File: src/rtl/arm_instr_encoder.sv
// Instruction-word encoder. It forces each family's fixed bits, re-classifies the result
// to flag bad words, and queues the word and its error flag in a small FIFO with no bypass.
module arm_instr_encoder #(
    parameter int DEPTH = 2
) (
    input  logic        clk,
    input  logic        rst_n,
    input  logic        in_valid,
    output logic        in_ready,
    input  logic [3:0]  fam,
    input  logic [3:0]  cond,
    input  logic [27:0] payload,
    output logic        out_valid,
    input  logic        out_ready,
    output logic [31:0] out_word,
    output logic        out_err,
    output logic [15:0] word_cnt,
    output logic [7:0]  err_cnt
);

    localparam int PW = (DEPTH > 2) ? 2 : 1;
    localparam int CW = PW + 1;
    localparam logic [PW-1:0] LAST_PTR = PW'(DEPTH - 1);
    localparam logic [CW-1:0] FULL_CNT = CW'(DEPTH);

    // Overwrite the family-fixed opcode bits of {cond, payload}.
    function automatic logic [31:0] encode_word(input logic [3:0] f, input logic [3:0] c,
                                                input logic [27:0] p);
        logic [31:0] w;
        w = {c, p};
        case (f)
            4'd0:  w[27:25] = 3'b001;
            4'd1:  begin w[27:25] = 3'b000; w[4] = 1'b0; end
            4'd2:  begin w[27:25] = 3'b000; w[7] = 1'b0; w[4] = 1'b1; end
            4'd3:  begin w[27:22] = 6'b000000; w[7:4] = 4'b1001; end
            4'd4:  begin w[27:23] = 5'b00001; w[7:4] = 4'b1001; end
            4'd5:  begin w[27:23] = 5'b00010; w[21:20] = 2'b00; end
            4'd6:  begin w[27:23] = 5'b00110; w[21:20] = 2'b10; end
            4'd7:  begin w[27:23] = 5'b00010; w[21:20] = 2'b10; w[4] = 1'b0; end
            4'd8:  w[27:25] = 3'b010;
            4'd9:  begin w[27:25] = 3'b011; w[4] = 1'b0; end
            4'd10: begin w[27:25] = 3'b000; w[22] = 1'b1; w[7] = 1'b1; w[4] = 1'b1; end
            4'd11: begin w[27:25] = 3'b000; w[22] = 1'b0; w[7] = 1'b1; w[4] = 1'b1; end
            4'd12: begin w[27:23] = 5'b00010; w[21:20] = 2'b00; w[7:4] = 4'b1001; end
            4'd13: w[27:25] = 3'b100;
            4'd14: w[27:25] = 3'b101;
            4'd15: begin w[27:25] = 3'b011; w[4] = 1'b1; end
            default: w = {c, p};
        endcase
        return w;
    endfunction

    // Family decoder: the most specific patterns win, so e.g. swap beats the status-register forms.
    function automatic logic [15:0] classify(input logic [31:0] w);
        logic [15:0] oh;
        oh = 16'h0000;
        if (w[27:23] == 5'b00010 && w[21:20] == 2'b00 && w[7:4] == 4'b1001) oh[12] = 1'b1;
        else if (w[27:22] == 6'b000000 && w[7:4] == 4'b1001)                oh[3]  = 1'b1;
        else if (w[27:23] == 5'b00001 && w[7:4] == 4'b1001)                 oh[4]  = 1'b1;
        else if (w[27:25] == 3'b000 && w[22] == 1'b1 && w[7] == 1'b1 && w[4] == 1'b1) oh[10] = 1'b1;
        else if (w[27:25] == 3'b000 && w[22] == 1'b0 && w[7] == 1'b1 && w[4] == 1'b1) oh[11] = 1'b1;
        else if (w[27:23] == 5'b00010 && w[21:20] == 2'b10 && w[4] == 1'b0) oh[7]  = 1'b1;
        else if (w[27:23] == 5'b00010 && w[21:20] == 2'b00)                 oh[5]  = 1'b1;
        else if (w[27:25] == 3'b000 && w[7] == 1'b0 && w[4] == 1'b1)        oh[2]  = 1'b1;
        else if (w[27:25] == 3'b000 && w[4] == 1'b0)                        oh[1]  = 1'b1;
        else if (w[27:23] == 5'b00110 && w[21:20] == 2'b10)                 oh[6]  = 1'b1;
        else if (w[27:25] == 3'b001)                                        oh[0]  = 1'b1;
        else if (w[27:25] == 3'b011 && w[4] == 1'b1)                        oh[15] = 1'b1;
        else if (w[27:25] == 3'b011)                                        oh[9]  = 1'b1;
        else if (w[27:25] == 3'b010)                                        oh[8]  = 1'b1;
        else if (w[27:25] == 3'b100)                                        oh[13] = 1'b1;
        else if (w[27:25] == 3'b101)                                        oh[14] = 1'b1;
        else                                                                oh = 16'h0000;
        return oh;
    endfunction

    logic [31:0]       mem_r [DEPTH];
    logic [DEPTH-1:0]  err_mem_r;
    logic [PW-1:0]     wr_ptr_r;
    logic [PW-1:0]     rd_ptr_r;
    logic [CW-1:0]     cnt_r;
    logic [15:0]       word_cnt_r;
    logic [7:0]        err_cnt_r;
    logic [31:0]       enc_word_s;
    logic              enc_err_s;
    logic              push_s;
    logic              pop_s;
    logic              full_s;
    logic              empty_s;

    // Encode and check the incoming request; derive FIFO status and handshakes.
    always_comb begin
        enc_word_s = encode_word(fam, cond, payload);
        enc_err_s  = (cond == 4'hF) || (classify(enc_word_s) != (16'h0001 << fam));
        full_s     = (cnt_r == FULL_CNT);
        empty_s    = (cnt_r == {CW{1'b0}});
        push_s     = in_valid && !full_s;
        pop_s      = !empty_s && out_ready;
    end

    // FIFO storage, pointers, occupancy and delivery/error counters.
    always_ff @(posedge clk) begin
        if (!rst_n) begin
            for (int i = 0; i < DEPTH; i++) begin
                mem_r[i] <= 32'h0000_0000;
            end
            err_mem_r  <= {DEPTH{1'b0}};
            wr_ptr_r   <= {PW{1'b0}};
            rd_ptr_r   <= {PW{1'b0}};
            cnt_r      <= {CW{1'b0}};
            word_cnt_r <= 16'h0000;
            err_cnt_r  <= 8'h00;
        end else begin
            if (push_s) begin
                mem_r[wr_ptr_r]     <= enc_word_s;
                err_mem_r[wr_ptr_r] <= enc_err_s;
                wr_ptr_r <= (wr_ptr_r == LAST_PTR) ? {PW{1'b0}} : wr_ptr_r + {{(PW-1){1'b0}}, 1'b1};
                if (enc_err_s && err_cnt_r != 8'hFF) begin
                    err_cnt_r <= err_cnt_r + 8'h01;
                end else begin
                    err_cnt_r <= err_cnt_r;
                end
            end
            if (pop_s) begin
                rd_ptr_r   <= (rd_ptr_r == LAST_PTR) ? {PW{1'b0}} : rd_ptr_r + {{(PW-1){1'b0}}, 1'b1};
                word_cnt_r <= word_cnt_r + 16'h0001;
            end
            if (push_s && !pop_s) begin
                cnt_r <= cnt_r + {{(CW-1){1'b0}}, 1'b1};
            end else if (pop_s && !push_s) begin
                cnt_r <= cnt_r - {{(CW-1){1'b0}}, 1'b1};
            end else begin
                cnt_r <= cnt_r;
            end
        end
    end

    assign in_ready  = !full_s;
    assign out_valid = !empty_s;
    assign out_word  = mem_r[rd_ptr_r];
    assign out_err   = err_mem_r[rd_ptr_r];
    assign word_cnt  = word_cnt_r;
    assign err_cnt   = err_cnt_r;

endmodule

File: config.mk
export PLATFORM = sky130hd
export DESIGN_NAME = arm_instr_encoder
export DESIGN_NICKNAME = d
export VERILOG_FILES = /design/src/rtl/arm_instr_encoder.sv
export SDC_FILE = /design/constraint.sdc
export NUM_CORES = 1
export LEC_CHECK = 0
export BUFFER_PORTS_ARGS = -buffer_cell sky130_fd_sc_hd__buf_2
export CAP_MARGIN = 20
export CORE_UTILIZATION = 40
export CTS_BUF_LIST = sky130_fd_sc_hd__clkbuf_8
export DETAILED_ROUTE_END_ITERATION = 8
export PLACE_DENSITY = 0.69
export SYNTH_ARGS = -nofsm -noshare
export SYNTH_HDL_FRONTEND = slang
export SYNTH_SLANG_ARGS = --single-unit
File: constraint.sdc
create_clock -name clk -period 3.45 [get_ports clk]
set_input_delay 0.5175 -clock clk [delete_from_list [all_inputs] [get_ports clk]]
set_output_delay 0.5175 -clock clk [all_outputs]
set_load 0.02 [all_outputs]
### Word level (Yosys, flattened, before mapping)

Memories as Yosys holds them, arrays and structs flattened. A register that Yosys moved wholly into a read port is not among the register bits.
Cells that the tools add are included.

| storage, ports and cells | value |
|---|---|
| flip-flop bits (word level) | 30 |
| RAM bits | 64 |
| input bits | 40 |
| word-level logic and storage cells | 233 |
| memories | 1 |

| operators by class | value |
|---|---|
| add/subtract/negate cells | 6 |
| order comparisons | 3 |
| eq/ne operators | 29 |
| shift-type cells | 1 |
| mux-type cells | 137 |
| bitwise operators | 3 |
| reduce and logical (&&, ||, !) cells | 47 |

Memory list:

| memory | depth | width | read ports | clocked after Yosys merged registers in | wr ports | RTL line | text |
|---|---|---|---|---|---|---|---|
| mem_r | 2 | 32 | 1 | 1 | 2 | 77 | `logic [31:0] mem_r [DEPTH];` |

Operators with widths:

| operator | number |
|---|---|
| $mux W15 | 23 |
| $mux W14 | 21 |
| $mux W13 | 9 |
| $mux W10 | 8 |
| $mux W6 | 11 |
| $mux W8 | 7 |
| $eq A4 B4 Y1 const B | 10 |
| $mux W32 | 1 |
| $reduce_or A32 Y1 | 1 |
| $mux W1 | 31 |
| $mux W12 | 2 |
| $logic_and A1 B1 Y1 | 23 |
| $mux W11 | 2 |
| $mux W9 | 2 |
| $pmux W3 S6 | 1 |
| $add A16 B1 Y16 const B | 1 |
| $eq A4 B3 Y1 const B | 4 |
| $ne A16 B16 Y1 | 1 |
| $shl A1 B4 Y16 const A | 1 |
| $mux W5 | 3 |
| $reduce_or A2 Y1 | 5 |
| $reduce_or A9 Y1 | 1 |
| $add A8 B1 Y8 const B | 1 |
| $eq A4 B2 Y1 const B | 2 |
| other kinds (36) | 55 |

### Longest topological paths before layout

Gate-level depths: netlist of run 1.

| logic depth | value |
|---|---|
| depth after elaboration | 92 |
| gate-level depth with buffers | 9 |
| depth with buffers taken out | 7 |

### Worst setup path after synthesis of run 1

OpenSTA, ideal clock, no wires.

| path | value |
|---|---|
| path type | register to register |
| start point | register cnt_r[0] |
| end point | memory mem_r[0][0], enable pin |
| setup time | 0.468 ns |
| arrival | 3.112 ns |
| required time | 2.982 ns |
| slack | -0.130 ns |
| stages on the path, launching flop included | 4 |
| path buffers | 0 |
| period minus slack after synthesis | 3.580 ns |
| cell sequence | dfxtp_1 > nand2b_1 > nand2_1 > o21ai_0 |

RTL lines:

| what | RTL line | text |
|---|---|---|
| start: declaration | 81 | `logic [CW-1:0] cnt_r;` |
| start signal: assignment | 110 | `cnt_r <= {CW{1'b0}};` |
| start signal: assignment | 129 | `cnt_r <= cnt_r + {{(CW-1){1'b0}}, 1'b1};` |
| start signal: assignment | 131 | `cnt_r <= cnt_r - {{(CW-1){1'b0}}, 1'b1};` |
| end: declaration | 77 |  |

### Worst setup path in the final report of run 1

| path | value |
|---|---|
| start point | input fam[0] |
| end point | register err_cnt_r[7] (netlist: err_cnt[7]) |

| on the way | value |
|---|---|
| longest elaborated chain between the ends | 71 |
| elaborated cells on any way between the ends | 172 |

RTL lines:

| what | RTL line | text |
|---|---|---|
| start: declaration | 10 | `input logic [3:0] fam,` |
| $eq A4 B4 Y1 (tied with other cells) | 31 | `case (f)` |
| $reduce_or A9 Y1 (no source line) / $reduce_or A2 Y1 (equally long branches) | n/a |  |
| $pmux W3 S6 | 31 |  |
| $eq A3 B3 Y1 | 72 | `else if (w[27:25] == 3'b101) oh[14] = 1'b1;` |
| $mux W1 | 72 |  |
| $mux W1 | 71 | `else if (w[27:25] == 3'b100) oh[13] = 1'b1;` |
| $mux W6 | 70 | `else if (w[27:25] == 3'b010) oh[8] = 1'b1;` |
| $mux W5 | 69 | `else if (w[27:25] == 3'b011) oh[9] = 1'b1;` |
| [55 not listed] | n/a |  |
| $mux W5 | 60 | `else if (w[27:25] == 3'b000 && w[22] == 1'b1 && w[7] == 1'b1 && w[4] == 1'b1) oh[10] = 1'b1;` |
| $mux W11 | 59 | `else if (w[27:23] == 5'b00001 && w[7:4] == 4'b1001) oh[4] = 1'b1;` |
| $mux W12 | 58 | `else if (w[27:22] == 6'b000000 && w[7:4] == 4'b1001) oh[3] = 1'b1;` |
| $mux W3 | 57 | `if (w[27:23] == 5'b00010 && w[21:20] == 2'b00 && w[7:4] == 4'b1001) oh[12] = 1'b1;` |
| $ne A16 B16 Y1 (*) | 94 | `enc_err_s = (cond == 4'hF) \|\| (classify(enc_word_s) != (16'h0001 << fam));` |
| $logic_or A1 B1 Y1 (*) | 94 |  |
| $logic_and A1 B1 Y1 (*) | 118 | `if (enc_err_s && err_cnt_r != 8'hFF) begin` |
| $reduce_and A2 Y1 (no source line) (*) | n/a |  |
| end signal: assignment | 119 | `err_cnt_r <= err_cnt_r + 8'h01;` |
| end signal: assignment | 121 | `err_cnt_r <= err_cnt_r;` |
| end: declaration | 83 | `logic [7:0] err_cnt_r;` |

Every way passes the cells marked *; elsewhere a longest branch is shown, timed or not. The select of a mux whose other input is x is not followed.
A chain may end at the register's enable or synchronous reset.

==> metrics.yaml, run 1 <==
status:
  outcome: "finished clean"
routing:
  postRouteAntennaNets: 0
  routed_wl_um: 9812
  drc: 0
  firstDrtPassIters: 4
  wl_per_cell_um: 14.69
  vias: 3495
  drtIter0Drc: 176
  via_per_inst: 5.232
yosys:
  ys_warn_count: 0
  synth_ff_type: "edfxtp_1"
  ys_seq_area_frac: 0.5383
  synth-edff-count: 64
  yosysTopAreaCell: "edfxtp_1"
  synth_top_area_frac: 0.4069
  synth_area_leaders: "edfxtp_1 41%, dfxtp_1 13%, mux2_2 7.6%"
  synth-seq-cells: 95
  synth_cell_type_count: 58
  avgSynthCellArea_um2: 10.91
  synthCells: 433
  async_reset_ff_frac: 0
  syn_nets: 476
  syn_area_um2: 4723
worst_setup_path:
  cp_max_fo: 25
  end_kind: "flop"
  critPathRequiredTime_ns: 3.76
  cp-start-kind: "primary input"
  r2r_cells: 6
  rrSetupSlack_ns: 1.49
  crit_type: "primary input to flop"
  crit_arrival_ns: 2.67
clock_tree:
  cts.sinks: 95
  post_cts_buffers: 0
  hold_buffers: 0
  clock_path_buffers: 2
  insertion_delay_ns: 0.37
  ctsHtreeMaxLevel: 3
  cts_resized: 0
  numCtsBuffers: 9
  path_clk_slew_ns: 0.09
  clock-root-buffer: "clkbuf_8"
  cts_tree: "yes"
sta:
  rsz0062_at_grt: "no"
  fmax_ghz: 0.4242
  period_share: 0.6832
  setup_viol: 0
  hold_viol: 0
  fin_tns_setup_ns: 0
  post-route-min-period_ns: 2.357
  drv_slew: 0
  fin_skew_ns: 0.007827
  worst_pin_slew_ns: 0.6148
  slew_headroom: 0.5902
placement:
  gp_congestion: 0.8335
  placedCellCount: 652
  detailed_place.area_um2: 5319
  hpwl_um: 6799
  portBuffers: 95
power:
  power_density_nw_per_um2: 558.0
  p_leak_nw: 2.286
  peakVddDrop_mv: 0.2547
floorplan:
  ioPinCount: 99
  num_rows: 39
  design.core.area_um2: 11470
  initial_core_util: 0.4119
  die_y_um: 110.7
  die_w_um: 110.7
  die-area_um2: 12250
final_layout:
  drive_gt1_frac: 0.3181
  nets: 563
  n_antenna_cell: 0
  syn_to_final_growth_pct: 16.61
  fin_area_um2: 5508
  stdcell_count: 668
global_routing:
  gr-usage-met1: 0.2071
  met2_usage: 0.2774
  grt_max_degree: 33
  grt.met3_usage: 0.03827
  busiest_layer: "met2"
  grt_first_pass_wirelength_um: 16080
  antenna_found_initial: 0
  overflow: 0
  track_usage: 0.1657
  grt_pass1_vias: 3310
min_path:
  hold_depth: 2
  hold_class: "primary input to flop"
run:
  cap_violations: 0
[cell usage after synthesis (4+ instances only)]
master / n
nor3_1: 7
nor2_1: 51
a21oi_1: 14
nor2b_1: 5
and2_1: 41
dfxtp_1: 31
nand2_1: 25
mux2_2: 32
edfxtp_1: 64
xnor2_1: 5
buf_1: 4
inv_1: 6
and3_1: 10
clkbuf_1: 14
mux2i_1: 4
nand3_1: 16
xor2_1: 16
o21ai_0: 16
nand2b_1: 7
nand4_1: 6
[per-layer routing]
layer / part of all wire / up-vias
met2: 0.49 / 78
li1: - / 1714
met4: 0.018 / 0
met5: 0 / -
met3: 0.044 / 15
met1: 0.45 / 1688
[critical path, cell delays in order]
cell	delay, ns
buf_2	0.35
nor3b_2	0.30
nand4_1	0.16
and3_1	0.24
o2111a_1	0.16
a211o_1	0.41
a2111o_1	0.46
o21ai_2	0.06
[cells by family after synthesis]
kind of cell               share of synthesized area
and+or+nand+nor                               0.2098
DFF                                           0.5383
AOI/OAI and AO/OA                            0.08927
muxes                                        0.08477
buffers and inverters                        0.03099
xor gates and xnor gates                     0.03894
adders and majority gates                   0.007948
[power by group]
part | switching (W) | total [W] | internal [W]
Combinational | 0.000549 | 0.000913 | 0.000363
Sequential | 0.0000594 | 0.00145 | 0.00139
Clock | 0.000383 | 0.000712 | 0.000328
[final timing paths]
kind / endpoint / from
worst max-delay path: err_cnt[7]$_SDFFE_PN0P_ / fam[0]
worst min-delay path: mem_r[0][9]$_SDFFCE_PN0P_ / payload[9]
worst min register to register: err_mem_r[1]$_SDFFE_PN0P_ / err_mem_r[1]$_SDFFE_PN0P_
worst max register to register: err_cnt[7]$_SDFFE_PN0P_ / cnt_r[0]$_SDFFE_PN0P_
[stage by stage]
step | util | setup slack [ns] | hold WS (ns) | total power [W]
floorplan | - | 0.7542 | 0.4438 | 0.002119
global placement | 0.4638 | 0.8305 | 0.4608 | 0.002382
detailed placement | 0.4638 | 0.7423 | 0.4731 | 0.002403
CTS | 0.4803 | 1.143 | 0.4107 | 0.003115
global route | 0.4803 | 0.9818 | 0.4218 | 0.003233
finish | 0.4803 | 1.093 | 0.4353 | 0.003073
[registers in the layout (all words and copies together), names as in the netlist, named ones only]
register and cells:
cnt_r 2, err_cnt 8, err_mem_r 2, mem_r 64, rd_ptr_r 1, word_cnt 16
wr_ptr_r 1
[cells in the final DEF (no fill, tap or decap), types with 3 or more instances in the layout]
cell,count
buf_2,95
edfxtp_1,64
nor2_1,51
and2_1,41
mux2_2,32
dfxtp_1,31
nand2_1,25
nand3_1,16
xor2_1,16
o21ai_0,15
a21oi_1,14
and3_1,10
clkbuf_8,9
nand2b_1,7
inv_1,7
nor3_1,6
nand4_1,6
buf_4,6
xnor2_1,5
nor2b_1,5
mux2i_1,4
nor3b_2,3
or3_1,3
ha_1,3
[area by class of cell]
type	instances	area, µm²
Multi-Input combinational cell	306	2051
Fill cell	1066	5959
Timing Repair Buffer	101	520.5
Clock buffer	9	123.9
Clock inverter	7	65.06
Tap cell	143	178.9
Inverter	7	26.28
Sequential cell	95	2542
No activity file was read; power rests on OpenSTA's default activity.
==> run 2, diff against run 1 <==
==> constraint.sdc (replaced) <==
create_clock -name clk -period 1.9 [get_ports clk]
set_input_delay 0.285 -clock clk [delete_from_list [all_inputs] [get_ports clk]]
set_output_delay 0.285 -clock clk [all_outputs]
set_load 0.02 [all_outputs]
==> run 2 against run 1 <==
  * Sequential power is 81% higher
  * Clock power is 63% higher
  * Setup slack got worse by 1.0 ns
  * Combinational power increased by 100%
  * Clock skew increased by 0.0079 ns
  * Count of clock-buffer cells in the layout unchanged
  * Register-to-register slack got worse by 1.4 ns
  * Worst hold slack worse by 0.23 ns
  * Non-clock buffer count grew 41
  * Via count grew 4.5%
  * Die area is the same
==> metrics.yaml, run 2 (same netlist as run 1, synthesis figures left out) <==
worst_setup_path:
  worst-path-buf-inv: 0
  crit_family: "compound AO/OA/AOI/OAI gates"
  cp-start-kind: "flop"
  cp_common_cell: "and3_1"
  worst_path_max_delay_cell: "a2111o_1"
  critPathRequiredTime_ns: 2.20
  crit_arrival_ns: 2.15
  crit_type: "flop to flop"
  cp_max_fo: 9
  end_kind: "flop"
  slowest_delay_ns: 0.43
  path_cells: "and3_1 -> and3_1 -> a31o_2 -> a211o_4 -> a2111o_1 -> o21ai_2"
power:
  peakVddDrop_mv: 0.5964
  p_leak_nw: 2.489
  power_density_nw_per_um2: 956.6
global_routing:
  grt_pass1_vias: 3500
  track_usage: 0.1742
  overflow: 0
  grt_first_pass_wirelength_um: 17070
  grt_max_degree: 33
  antenna_found_initial: 0
final_layout:
  nets: 604
  drive_gt1_frac: 0.3763
  fin_area_um2: 5879
  stdcell_count: 709
  n_antenna_cell: 0
  largest_reg_flops: 64
  layout_common_cells: "95 x buf_2, 64 x edfxtp_1, 50 x nor2_1"
  final_common_cell: "buf_2"
  utilization: 0.5127
  syn_to_final_growth_pct: 24.48
  largest_register: "mem_r"
floorplan:
  initial_core_util: 0.4119
  num_rows: 39
  ioPinCount: 99
  die_w_um: 110.7
  die_y_um: 110.7
  die-area_um2: 12250
  design.core.area_um2: 11470
routing:
  drc: 0
  via_per_inst: 5.151
  drtIter0Drc: 134
  vias: 3652
  firstDrtPassIters: 4
  routed_wl_um: 10420
  wl_per_cell_um: 14.69
  postRouteAntennaNets: 0
placement:
  placedCellCount: 693
  detailed_place.area_um2: 5690
  portBuffers: 95
  gp_congestion: 0.8760
  hpwl_um: 7382
  preCtsSetupSlack_ns: -0.2945
sta:
  setup_viol: 0
  fin_skew_ns: 0.01577
  hold_viol: 0
  fmax_ghz: 0.5388
  drv_slew: 0
  slew_headroom: 0.5414
  period_share: 0.9769
  fin_ws_ns: 0.04392
  hold_ws_ns: 0.2101
  rsz0062_at_grt: "yes"
  post-route-min-period_ns: 1.856
  worst_pin_slew_ns: 0.6857
clock_tree:
  hold_buffers: 0
  cts_tree: "yes"
  insertion_delay_ns: 0.36
  ctsHtreeMaxLevel: 3
  clock-root-buffer: "clkbuf_8"
  cts.sinks: 95
  numCtsBuffers: 9
  clock_path_buffers: 2
  path_clk_slew_ns: 0.09
min_path:
  hold_class: "primary input to flop"
run:
  cap_violations: 0
status:
  outcome: "finished clean"
[run 2: cell count changes in the layout (fill, tap and decap cells not counted), sizes merged]
cell and change:
inv -1, buf +41, clkinv +2, bufinv -1
[run 2: per-layer routing]
layer,vias to the layer above,global-route usage,share of wire
met5,-,0,0
met4,0,0.05956,0.015
met3,14,0.03937,0.041
met2,72,0.2915,0.49
met1,1763,0.2217,0.45
li1,1803,-,-
[run 2: final timing paths]
path	cells after the start	slack (ns)	from	to
worst min-delay path	2	0.21	payload[9]	mem_r[1][9]$_SDFFCE_PN0P_
worst max-delay path	6	0.04	err_cnt[4]$_SDFFE_PN0P_	err_cnt[7]$_SDFFE_PN0P_
worst min register to register	2	0.48	err_mem_r[1]$_SDFFE_PN0P_	err_mem_r[1]$_SDFFE_PN0P_
worst max register to register	6	0.04	err_cnt[4]$_SDFFE_PN0P_	err_cnt[7]$_SDFFE_PN0P_
[run 2: area by class of cell]
cell class                      instances  area (µm²)
Clock buffer                            9       123.9
Clock inverter                          7       40.04
Fill cell                            1045        5588
Inverter                                7       26.28
Multi-Input combinational cell        306        2088
Sequential cell                        95        2544
Tap cell                              143       178.9
Timing Repair Buffer                  142       878.3
[run 2: timing repair]
action | in CTS | in global routing
setup endpoints to repair | 22 | 11
buffers inserted | 0 | 0
endpoints found under the hold margin | 0 | 0
pin swaps | 0 | 2
resized for setup | 3 | 4
[run 2: worst register-to-register path, delay by kind of cell, from the launching register on]
family,cells,cell delay [ns]
AOI/OAI and AO/OA,4,1.09
DFF,1,0.32
and+or+nand+nor,2,0.40
[run 2: power by group]
| group | total (W) | internal [W] | switching [W] |
|---|---|---|---|
| sequential | 0.00263 | 0.00252 | 0.000104 |
| clock | 0.00116 | 0.000461 | 0.000703 |
| combinational | 0.00183 | 0.000782 | 0.00105 |
[run 2: metrics by stage]
stage                     power [W]   TNS, ns
after floorplan            0.003860   -0.3496
final                      0.005624         0
after global routing       0.005915  -0.05715
after global placement     0.004467    -2.153
after CTS                  0.005696         0
after detailed placement   0.004515    -3.722
==> run 3, diff against run 2 <==
==> constraint.sdc (replaced) <==
create_clock -name clk -period 1.6 [get_ports clk]
set_input_delay 0.24 -clock clk [delete_from_list [all_inputs] [get_ports clk]]
set_output_delay 0.24 -clock clk [all_outputs]
set_load 0.02 [all_outputs]
==> run 3 against run 2 <==
  * The run now ends with negative setup slack left
  * Utilization is 6.9 points higher
  * Critical path depth rose by 2
  * Global-route usage increased by 1.8 points
  * Critical path type is now primary input to flop
  * Via count grew 3.1%
  * Routed wire length increased by 11%
  * Register-to-register slack lost 0.17 ns
==> metrics.yaml, run 3 (same netlist as run 1, synthesis figures left out) <==
routing:
  drtIter0Drc: 176
  firstDrtPassIters: 4
  postRouteAntennaNets: 0
  routed_wl_um: 11560
  vias: 3766
  via_per_inst: 5.048
  wl_per_cell_um: 15.49
  drc: 0
placement:
  hpwl_um: 7832
  preCtsSetupSlack_ns: -0.5456
  gp_congestion: 0.7794
  portBuffers: 95
sta:
  drv_slew: 0
  fin_ws_ns: -0.1351
  slew_headroom: 0.5442
  period_share: 1.084
  rsz0062_at_grt: "yes"
  post-route-min-period_ns: 1.735
  worst_pin_slew_ns: 0.6814
  fin_skew_ns: 0.009967
  fin_tns_setup_ns: -2.990
  fmax_ghz: 0.5763
  setup_viol: 41
  hold_viol: 0
status:
  failed_checks: "negative setup slack"
  outcome: "complete, but fails checks"
global_routing:
  grt_max_degree: 33
  track_usage: 0.1924
  overflow: 0
  antenna_found_initial: 0
  grt_pass1_vias: 3884
  grt_first_pass_wirelength_um: 18520
clock_tree:
  ctsHtreeMaxLevel: 3
  insertion_delay_ns: 0.37
  clock-root-buffer: "clkbuf_8"
  path_clk_slew_ns: 0.09
  clock_path_buffers: 2
  cts_tree: "yes"
  numCtsBuffers: 9
  cts.sinks: 95
floorplan:
  num_rows: 39
  design.core.area_um2: 11470
  die_w_um: 110.7
  die_y_um: 110.7
  initial_core_util: 0.4119
  die-area_um2: 12250
  ioPinCount: 99
final_layout:
  seq_area_um2: 2562
  syn_to_final_growth_pct: 41.32
  final_common_cell: "buf_4"
  layout_common_cells: "72 x buf_4, 71 x buf_2, 64 x edfxtp_1"
  nFillCells: 962
  largest_register: "mem_r"
  nets: 641
  drive_gt1_frac: 0.4710
  largest_reg_flops: 64
  multi_input_area_um2: 2335
  n_antenna_cell: 0
min_path:
  hp-start: "payload[9]"
  hold_class: "primary input to flop"
  hold-path-endpoint: "mem_r[1][9]$_SDFFCE_PN0P_"
  hold_depth: 2
power:
  peakVddDrop_mv: 0.7260
  power_density_nw_per_um2: 1138
  p_leak_nw: 2.814
worst_setup_path:
  cp-start-kind: "primary input"
  crit_arrival_ns: 2.05
  r2r_end: "err_cnt[7]$_SDFFE_PN0P_"
  end_kind: "flop"
  critPathRequiredTime_ns: 1.92
  r2r_cells: 8
  cp_max_fo: 12
  rrSetupSlack_ns: -0.13
  r2r_start: "err_cnt[4]$_SDFFE_PN0P_"
  crit_type: "primary input to flop"
run:
  cap_violations: 0
-- run 3: changes by cell type in the layout (fill, tap and decap cells not counted), moves of 7 or more --
cell     delta
buf_4      +29
buf_6      +26
buf_2      -24
mux2_2     -16
mux2_4     +16
dfxtp_1     -7
-- run 3: report_power, final --
group | switching [W] | total [W] | internal, W
Sequential | 0.000145 | 0.00315 | 0.00300
Combinational | 0.00143 | 0.00290 | 0.00146
Clock | 0.000844 | 0.00155 | 0.000711
Total | 0.00242 | 0.00760 | 0.00518
-- run 3: area by class of cell --
type                            instances  share of cell area
Sequential cell                        95              0.3839
Multi-Input combinational cell        307              0.3498
Timing Repair Buffer                  178              0.2069
Tap cell                              143             0.02680
Clock buffer                            9             0.01856
Clock inverter                          7            0.009372
Inverter                                7            0.004686
-- run 3: worst max path at each step --
| stage | startpoint | endpoint | slack, ns | depth (start not counted) |
|---|---|---|---|---|
| floorplan | err_cnt[4]$_SDFFE_PN0P_ | err_cnt[5]$_SDFFE_PN0P_ | -0.35 | 7 |
| finish | fam[0] | err_cnt[7]$_SDFFE_PN0P_ | -0.14 | 8 |
| CTS | flop | out_word[24] | -0.15 | 3 |
| global route | fam[0] | err_cnt[5]$_SDFFE_PN0P_ | -0.18 | 8 |
| global placement | fam[0] | err_cnt[7]$_SDFFE_PN0P_ | -0.51 | 8 |
| detailed placement | fam[0] | err_cnt[7]$_SDFFE_PN0P_ | -0.55 | 8 |
-- run 3: metrics by stage --
stage	cells	cell area [µm²]	power [W]	util	hold WS, ns
6_report	746	6675	0.007599	0.5821	0.1504
3_3_place_gp	719	5959	0.005491	0.5197	0.4591
5_1_grt	746	6675	0.007964	0.5821	0.1351
4_1_cts	742	6399	0.007332	0.5580	0.1282
3_5_place_dp	719	5959	0.005554	0.5197	0.4749
2_1_floorplan	433	4816	0.004671	-	0.3957
-- run 3: metal layers --
layer  part of all wire  track usage
met4              0.019      0.06844
met3              0.037      0.04046
met5                  0            0
met1               0.45       0.2388
met2               0.50       0.3304
-- run 3: worst max-delay path, cell delays in order --
cell and delay (ns):
buf_12 0.12, or4b_4 0.56, o21ai_2 0.09, o21bai_2 0.09
o211ai_2 0.26, o211ai_4 0.18, a2111o_1 0.45, o21ai_2 0.06
-- run 3: what timing repair did --
action | CTS | global route
pin swaps | 19 | 16
cloned | 2 | 1
hold buffers | 0 | 0
gates resized for setup | 51 | 62
setup buffers | 5 | 3
setup endpoints to repair | 89 | 66
